`src/rtl/mux_scan_ctrl.sv`:
```
// Multiplexed sensor scanner: settle, average, frame into bytes, buffer in a FIFO.
// Define SCAN_CSUM_EN to append an XOR checksum trailer byte to every frame.
module mux_scan_ctrl #(
  parameter int          NCH        = 24,
  parameter int          ADDR_W     = 5,
  parameter int          ADC_W      = 12,
  parameter int          SETTLE_CYC = 500,
  parameter int          AVG_LOG2   = 2,
  parameter int          FIFO_DEPTH = 64,
  parameter logic [7:0]  HDR_BYTE   = 8'hA5
) (
  input  logic              clk,
  input  logic              reset_n,
  input  logic              start,
  input  logic              cont_en,
  input  logic [ADC_W-1:0]  adc_data,
  input  logic              adc_valid,
  output logic [ADDR_W-1:0] addr,
  output logic              busy,
  input  logic              rd_en,
  output logic [7:0]        q,
  output logic              empty,
  output logic              full,
  output logic [15:0]       frame_cnt
);

  localparam int ACC_W   = ADC_W + AVG_LOG2;
  localparam int SCNT_W  = $clog2(SETTLE_CYC) + 1;
  localparam int NSAMP_W = AVG_LOG2 + 1;
  localparam int PTR_W   = $clog2(FIFO_DEPTH);
  localparam logic [ADDR_W-1:0]  LAST_CH     = ADDR_W'(NCH - 1);
  localparam logic [SCNT_W-1:0]  SETTLE_LAST = SCNT_W'(SETTLE_CYC - 1);
  localparam logic [NSAMP_W-1:0] SAMP_LAST   = NSAMP_W'((1 << AVG_LOG2) - 1);
  localparam logic [PTR_W:0]     CNT_FULL    = (PTR_W + 1)'(FIFO_DEPTH);

  typedef enum logic [2:0] {
    S_IDLE, S_HDR, S_SETTLE, S_ACC, S_PUSH, S_CSUM, S_DONE
  } state_t;

  state_t               state_q, state_d;
  logic [ADDR_W-1:0]    addr_q, addr_d;
  logic [SCNT_W-1:0]    scnt_q, scnt_d;
  logic [NSAMP_W-1:0]   nsamp_q, nsamp_d;
  logic [ACC_W-1:0]     acc_q, acc_d;
  logic [15:0]          frame_q, frame_d;
`ifdef SCAN_CSUM_EN
  logic [7:0]           csum_q, csum_d;
`endif

  logic                 wr_en;
  logic [7:0]           wr_data;
  logic [7:0]           push_byte;

  logic [7:0]           mem [FIFO_DEPTH];
  logic [PTR_W-1:0]     wptr_q, rptr_q;
  logic [PTR_W:0]       cnt_q, cnt_d;
  logic                 empty_q, full_q;
  logic [7:0]           q_q;
  logic                 do_rd;

  // Top byte of (acc >> AVG_LOG2) is simply the top byte of the wide accumulator.
  assign push_byte = acc_q[ACC_W-1 -: 8];

  always_ff @(posedge clk or negedge reset_n) begin
    if (!reset_n) begin
      state_q <= S_IDLE;
      addr_q  <= '0;
      scnt_q  <= '0;
      nsamp_q <= '0;
      acc_q   <= '0;
      frame_q <= '0;
`ifdef SCAN_CSUM_EN
      csum_q  <= '0;
`endif
    end else begin
      state_q <= state_d;
      addr_q  <= addr_d;
      scnt_q  <= scnt_d;
      nsamp_q <= nsamp_d;
      acc_q   <= acc_d;
      frame_q <= frame_d;
`ifdef SCAN_CSUM_EN
      csum_q  <= csum_d;
`endif
    end
  end

  always_comb begin
    state_d = state_q;
    addr_d  = addr_q;
    scnt_d  = scnt_q;
    nsamp_d = nsamp_q;
    acc_d   = acc_q;
    frame_d = frame_q;
`ifdef SCAN_CSUM_EN
    csum_d  = csum_q;
`endif
    unique case (state_q)
      S_IDLE: begin
        addr_d = '0;
        if (start || cont_en) state_d = S_HDR;
      end
      S_HDR: begin
        if (!full_q) begin
          state_d = S_SETTLE;
          scnt_d  = '0;
`ifdef SCAN_CSUM_EN
          csum_d  = HDR_BYTE;
`endif
        end
      end
      S_SETTLE: begin
        if (scnt_q == SETTLE_LAST) begin
          state_d = S_ACC;
          acc_d   = '0;
          nsamp_d = '0;
        end else begin
          scnt_d = scnt_q + SCNT_W'(1);
        end
      end
      S_ACC: begin
        if (adc_valid) begin
          acc_d   = acc_q + ACC_W'(adc_data);
          nsamp_d = nsamp_q + NSAMP_W'(1);
          if (nsamp_q == SAMP_LAST) state_d = S_PUSH;
        end
      end
      S_PUSH: begin
        if (!full_q) begin
`ifdef SCAN_CSUM_EN
          csum_d = csum_q ^ push_byte;
`endif
          if (addr_q < LAST_CH) begin
            addr_d  = addr_q + ADDR_W'(1);
            scnt_d  = '0;
            state_d = S_SETTLE;
          end else begin
`ifdef SCAN_CSUM_EN
            state_d = S_CSUM;
`else
            state_d = S_DONE;
`endif
          end
        end
      end
      S_CSUM: begin
        if (!full_q) state_d = S_DONE;
      end
      S_DONE: begin
        frame_d = frame_q + 16'd1;
        addr_d  = '0;
        state_d = cont_en ? S_HDR : S_IDLE;
      end
      default: state_d = S_IDLE;
    endcase
  end

  always_comb begin
    wr_en   = 1'b0;
    wr_data = '0;
    unique case (state_q)
      S_HDR: begin
        wr_en   = !full_q;
        wr_data = HDR_BYTE;
      end
      S_PUSH: begin
        wr_en   = !full_q;
        wr_data = push_byte;
      end
`ifdef SCAN_CSUM_EN
      S_CSUM: begin
        wr_en   = !full_q;
        wr_data = csum_q;
      end
`endif
      default: ;
    endcase
  end

  assign busy      = (state_q != S_IDLE);
  assign addr      = addr_q;
  assign frame_cnt = frame_q;

  assign do_rd = rd_en && !empty_q;

  always_comb begin
    unique case ({wr_en, do_rd})
      2'b10:   cnt_d = cnt_q + (PTR_W + 1)'(1);
      2'b01:   cnt_d = cnt_q - (PTR_W + 1)'(1);
      default: cnt_d = cnt_q;
    endcase
  end

  always_ff @(posedge clk) begin
    if (wr_en) mem[wptr_q] <= wr_data;
  end

  always_ff @(posedge clk or negedge reset_n) begin
    if (!reset_n) begin
      wptr_q  <= '0;
      rptr_q  <= '0;
      cnt_q   <= '0;
      empty_q <= 1'b1;
      full_q  <= 1'b0;
      q_q     <= '0;
    end else begin
      if (wr_en) wptr_q <= wptr_q + PTR_W'(1);
      if (do_rd) begin
        rptr_q <= rptr_q + PTR_W'(1);
        q_q    <= mem[rptr_q];
      end
      cnt_q   <= cnt_d;
      empty_q <= (cnt_d == '0);
      full_q  <= (cnt_d == CNT_FULL);
    end
  end

  assign q     = q_q;
  assign empty = empty_q;
  assign full  = full_q;

endmodule

```
`config.mk`:
```
export PLATFORM = sky130hd
export DESIGN_NAME = mux_scan_ctrl
export DESIGN_NICKNAME = d
export VERILOG_FILES = /design/src/rtl/mux_scan_ctrl.sv
export SDC_FILE = /design/constraint.sdc
export NUM_CORES = 1
export LEC_CHECK = 0
export CORE_AREA = 2 2 217 219
export DETAILED_ROUTE_END_ITERATION = 6
export DIE_AREA = 0 0 219 221
export DONT_BUFFER_PORTS = 1
export PLACE_DENSITY = 0.68
export SLEW_MARGIN = 20
export SYNTH_ARGS = -nofsm -noshare
export SYNTH_HDL_FRONTEND = slang
export SYNTH_SLANG_ARGS = --single-unit
```
`constraint.sdc`:
```
create_clock -name clk -period 4.91 [get_ports clk]
set_input_delay 0.982 -clock clk [delete_from_list [all_inputs] [get_ports clk]]
set_output_delay 0.982 -clock clk [all_outputs]
set_load 0.01 [all_outputs]
```
Yosys cells after proc, flatten, opt, wreduce, memory -nomap -nowiden

Memories as Yosys holds them, arrays and structs flattened. A register that Yosys moved wholly into a read port is not among the register bits.
Cells that the tools add are included.

Logic and storage cells: 88
Output and inout port bits: 32
Memory bits (writable): 512
Memories: 1
Input port bits: 18
Bits in registers: 72

Memories:

| name | depth | bits a word | read ports | clocked after Yosys merged registers in | write ports | line | RTL |
|---|---|---|---|---|---|---|---|
| mem  | 64    | 8           | 1          | 1                                       | 1           | 54   | `logic [7:0] mem [FIFO_DEPTH];` |

Eq/ne operators: 20
Reductions and logical operators: 17
Magnitude comparators: 1
Multiplexer cells: 29
Add/sub/neg operators: 9

Operators by type and width:

| operator                                                           | count |
|---|---|
| 10-bit two-way mux                                                 | 4 |
| 3-bit two-way mux                                                  | 10 |
| 10-bit one-hot mux with 3 select lines                             | 1 |
| 14-bit two-way mux                                                 | 2 |
| 14-bit one-hot mux with 2 select lines                             | 1 |
| 3-bit one-hot mux with 7 select lines                              | 1 |
| 2-bit != test, second input constant                               | 9 |
| 16-bit by 1-bit adder with 16-bit output, second input constant    | 1 |
| 8-bit one-hot mux with 2 select lines                              | 1 |
| 14-bit by 12-bit adder with 14-bit output                          | 1 |
| 7-bit one-hot mux with 2 select lines                              | 1 |
| 6-bit by 1-bit adder with 6-bit output, second input constant      | 2 |
| 10-bit by 1-bit adder with 10-bit output, second input constant    | 1 |
| 10-bit by 9-bit == test with 1-bit output, second input constant   | 1 |
| 5-bit two-way mux                                                  | 2 |
| 5-bit one-hot mux with 2 select lines                              | 1 |
| 3-bit by 2-bit == test with 1-bit output, second input constant    | 3 |
| 3-bit == test, second input constant                               | 3 |
| 7-bit by 1-bit adder with 7-bit output, second input constant      | 1 |
| 7-bit == test, second input constant                               | 1 |
| 7-bit zero test                                                    | 1 |
| 7-bit AND reduction                                                | 1 |
| 7-bit by 1-bit subtractor with 7-bit output, second input constant | 1 |
| 3-bit one-hot mux with 2 select lines                              | 1 |
| other kinds (16)                                                   | 25 |

Depth between registers and ports, before layout

Word-level depth: 6
Mapped depth: 15
Gate-level depth less buffers: 12

Worst setup path before layout

Ideal clock, no wire load.

Kind: in2reg
Start point: input rd_en
End point: register full_q (netlist: full)
Data required time: 4.822 ns
Buffers on the path: 1
Arrival time: 3.413 ns
Setup time: 0.088 ns
Stages: 11
Path slack: 1.408 ns
Path through: nand2b_1 -> inv_1 -> ha_1 -> buf_2 -> xor2_1 -> ha_1 -> nor3b_1 -> nor4_1 -> xor2_1 -> or4b_2 -> nor3b_1

Cells in the longest elaborated chain, start to end: 4
Elaborated cells between the ends (all ways): 5
Those cells by class: 3 x eq/ne; 1 x mux; 1 x reduce/logical

RTL lines:

| element                                                                   | line | RTL |
|---|---|---|
| from (decl)                                                               | 20   | `input logic rd_en,` |
| 1-bit logical AND *                                                       | 184  | `assign do_rd = rd_en && !empty_q;` |
| via do_rd                                                                 | 59   | `logic do_rd;` |
| 2-bit by 1-bit == test with 1-bit output or 2-bit == test (tied branches) | 187  | `unique case ({wr_en, do_rd})` |
| 7-bit one-hot mux with 2 select lines *                                   | 187  |  |
| via cnt_d[4]                                                              | 56   | `logic [PTR_W:0] cnt_q, cnt_d;` |
| 7-bit == test *                                                           | 214  | `full_q <= (cnt_d == CNT_FULL);` |
| to (signal assigned)                                                      | 214  |  |
| to (decl)                                                                 | 57   | `logic empty_q, full_q;` |

Mark *: on every way through the listed nets, which the timed path passes. The rest lies on a longest branch.
A chain may end at the register's enable or synchronous reset.

Final worst setup path

Start point: register state_q[0]
End point: register full_q (netlist: full)

Cells in the longest elaborated chain, start to end: 6
Elaborated cells between the ends (all ways): 8
Those cells by class: 5 x eq/ne; 2 x mux; 1 x reduce/logical

RTL lines:

| element                                                                   | line | RTL |
|---|---|---|
| from (decl)                                                               | 40   | `state_t state_q, state_d;` |
| from (signal assigned)                                                    | 76   | `state_q <= state_d;` |
| 3-bit == test or 3-bit by 1-bit == test with 1-bit output (tied branches) | 161  | `unique case (state_q)` |
| 2-bit OR reduction (no line) *                                            | --   |  |
| 1-bit two-way mux *                                                       | --   |  |
| 2-bit by 1-bit == test with 1-bit output or 2-bit == test (tied branches) | 187  |  |
| 7-bit one-hot mux with 2 select lines *                                   | 187  |  |
| via cnt_d[4]                                                              | 56   |  |
| 7-bit == test *                                                           | 214  |  |

Marked as above.

==> flow_metrics.py <==
metrics = {
    "outcome": {
        "outcome": "complete, no violations",
    },
    "sta": {
        "timing.final.ws_setup_ns": 0.716,
        "finalClockSkew_ns": 0.0167,
        "drv_slew": 0,
        "relSlewSlack_pct": 30.8,
        "fin_hold_ws_ns": 0.0721,
        "finalHoldViolCount": 0,
        "rsz0062_at_grt": "false",
        "finalCriticalPeriod_ns": 4.19,
        "fin_crit_sh_pct": 85.4,
        "finalSetupViolations": 0,
        "clock.fmax_mhz": 238,
        "setup_tns_ns": 0,
        "tightest_slew_ns": 1.04,
    },
    "detailed_routing": {
        "top_layer": "met4",
        "dr.pass1.iters": 5,
        "ant_nets": 0,
        "vias": 12300,
        "viasPerCell": 6.09,
        "wl_met1_um": 21800,
        "dr_wl_met3_um": 3330,
        "drc": 0,
        "wl_um": 50900,
        "drtIter0Drc": 1250,
        "met2_length_um": 24500,
        "wl_per_cell_um": 25.1,
    },
    "critical_path": {
        "critPathLaunchType": "flop",
        "required_ns": 5.43,
        "cp_max_fo": 16,
        "worstPathArrival_ns": 4.71,
        "reg2reg_slack_ns": 0.72,
        "crit_start": "state_q[0]$_DFFE_PN0P_",
        "crit_path_end_kind": "flop",
        "reg2reg_from": "state_q[0]$_DFFE_PN0P_",
        "r2r-end": "full$_DFF_PN0_",
        "ff2ff_path_depth": 11,
        "critPathKind": "reg2reg",
    },
    "yosys": {
        "netlist_area_mm2": 0.0243,
        "syn_inst": 1359,
        "syn_nets": 1400,
        "yosysUniqueCellTypes": 67,
        "ys_warn_count": 0,
        "synth_flop_cell": "edfxtp_1",
        "ys_async_sr_fraction_pct": 13.5,
        "yosysSeqAreaShare_pct": 71.6,
        "avgSynthCellArea_um2": 17.8,
        "synth_seq_cells": 592,
        "synth_edf_count": 512,
    },
    "placement": {
        "place_inst": 1919,
        "finalWeightedCongestion": 0.826,
        "place_ws_ns": 0.846,
        "io_buffers": 0,
        "dp_hpwl_um": 31400,
    },
    "clocking": {
        "clkTransAtPathRegs_ns": 0.06,
        "postCtsHoldBufs": 0,
        "cts_setup_buffers": 0,
        "cts_resized": 0,
        "clockBufferDepth": 3,
        "numCtsBuffers": 58,
        "cts_tree": "done",
        "clkLatencyLatePin_ns": 0.61,
        "htree_levels": 2,
        "cts_root_buf": "clkbuf_16",
        "cts.sinks": 592,
    },
    "global_route": {
        "grt_max_degree": 81,
        "grt_pass1_vias": 12600,
        "grtUsageTotal_pct": 21.6,
        "overflow": 0,
        "antenna_found_initial": 0,
        "grt_pass1_wl_um": 77800,
    },
    "layout": {
        "diodes": 0,
        "area_growth_pct": 10.8,
        "final_cells": 2027,
        "final_cell_mix": "edfxtp_1 (512), mux4_2 (126), nor2_1 (99), dfrtp_1 (76), nand2_1 (67)",
        "final_common_cell": "edfxtp_1",
        "drive_gt1_share_pct": 18.6,
        "nNetsFinal": 1413,
    },
    "hold_path": {
        "hold_class": "in2async",
    },
    "power_and_ir_drop": {
        "power_uw": 12100,
        "powerDensity_mw_per_mm2": 452,
        "irDropWorstVdd_mv": 0.337,
        "power_leakage_uw": 0.00760,
    },
    "floorplan": {
        "rows": 79,
        "initial_core_util_pct": 52.7,
        "die_w_um": 219,
        "dieArea_mm2": 0.0484,
        "die_h_um": 221,
        "core_region_area_mm2": 0.0461,
        "io-pin-count": 50,
    },
    "job": {
        "max-cap-violations": 0,
    },
}
[cell type report]
class / count / area [um2]
Inverter: 10 / 37.5
Timing Repair Buffer: 21 / 183
Clock buffer: 69 / 1510
Multi-Input combinational cell: 689 / 6550
Clock inverter: 39 / 437
Tap cell: 607 / 759
Fill cell: 3424 / 19200
Sequential cell: 592 / 17400
[per-layer routing]
| metal | vias to the layer above | global-route usage, % |
|---|---|---|
| met3 | 78 | 3.44 |
| met1 | 6383 | 31.9 |
| met2 | 411 | 33.6 |
| met5 | - | 0 |
| met4 | 0 | 6.76 |
| li1 | 5472 | - |
[worst max path at each step]
stage	end	slack (ns)	depth (start not counted)
2_1_floorplan	full$_DFF_PN0_	1.41	11
3_3_place_gp	full$_DFF_PN0_	0.96	11
3_5_place_dp	full$_DFF_PN0_	0.85	11
4_1_cts	full$_DFF_PN0_	0.80	11
5_1_grt	empty$_DFF_PN1_	0.38	11
6_report	full$_DFF_PN0_	0.72	11
[cell families after synthesis]
| kind of cell | Yosys count | share of synthesized area (%) |
|---|---|---|
| xor+xnor | 44 | 1.59 |
| buf+inv | 78 | 1.49 |
| compound gates | 179 | 4.94 |
| mux | 180 | 13.9 |
| simple gates | 263 | 5.18 |
| fa+ha+maj | 23 | 1.22 |
| flops | 592 | 71.6 |
[synth_stat cells (all sizes together) (5+ instances only)]
library cell / count / area share, %
a22oi: 7 / 0.22
o22ai: 9 / 0.23
a22o: 6 / 0.23
nor3: 8 / 0.19
or2: 7 / 0.18
buf: 39 / 0.88
nand3: 19 / 0.39
and3: 6 / 0.15
nor2b: 10 / 0.26
and2: 6 / 0.17
nand3b: 5 / 0.15
o41ai: 5 / 0.24
nand4: 7 / 0.18
dfrtp: 79 / 8.2
o21ai: 44 / 0.91
a211oi: 22 / 0.68
edfxtp: 512 / 63
nor2: 104 / 1.6
o221ai: 9 / 0.33
clkbuf: 29 / 0.45
mux4: 126 / 12
mux2i: 51 / 2.1
nor3b: 5 / 0.15
xnor2: 27 / 0.97
xor2: 17 / 0.61
nand2: 67 / 1.0
o21a: 7 / 0.22
a21o: 7 / 0.22
a32oi: 8 / 0.29
inv: 10 / 0.15
ha: 22 / 1.1
a21oi: 35 / 0.72
[registers in the layout, indices dropped and copies added, names as in the netlist, 3 cells and up]
register and count:
acc_q 14, addr 5, cnt_q 7, frame_cnt 16, mem 512, nsamp_q 3, q 8, rptr_q 6
scnt_q 10, state_q 3, wptr_q 6
[power by group]
| group | total, uW | internal (uW) | switching, uW | leakage (uW) |
|---|---|---|---|---|
| Clock | 4550 | 2710 | 1840 | 0.000949 |
| Combinational | 1720 | 791 | 929 | 0.00209 |
| Sequential | 5860 | 5490 | 373 | 0.00456 |
[worst max-delay path: stages (launching register included)]
cell     delay, ns
dfrtp_1       0.57
nor2b_1       0.56
o21a_1        0.37
inv_1         0.17
ha_1          0.42
xor2_1        0.23
ha_1          0.24
nor3b_1       0.18
nor4_1        0.32
xor2_1        0.14
or4b_2        0.71
nor3b_1       0.19
[per-stage QoR]
step	area (um2)	util, %
after floorplan	24300	-
after global placement	24900	54.1
after detailed placement	24900	54.1
after CTS	26900	58.3
after global routing	26900	58.3
final	26900	58.3
(Power assumes the default switching activity.)
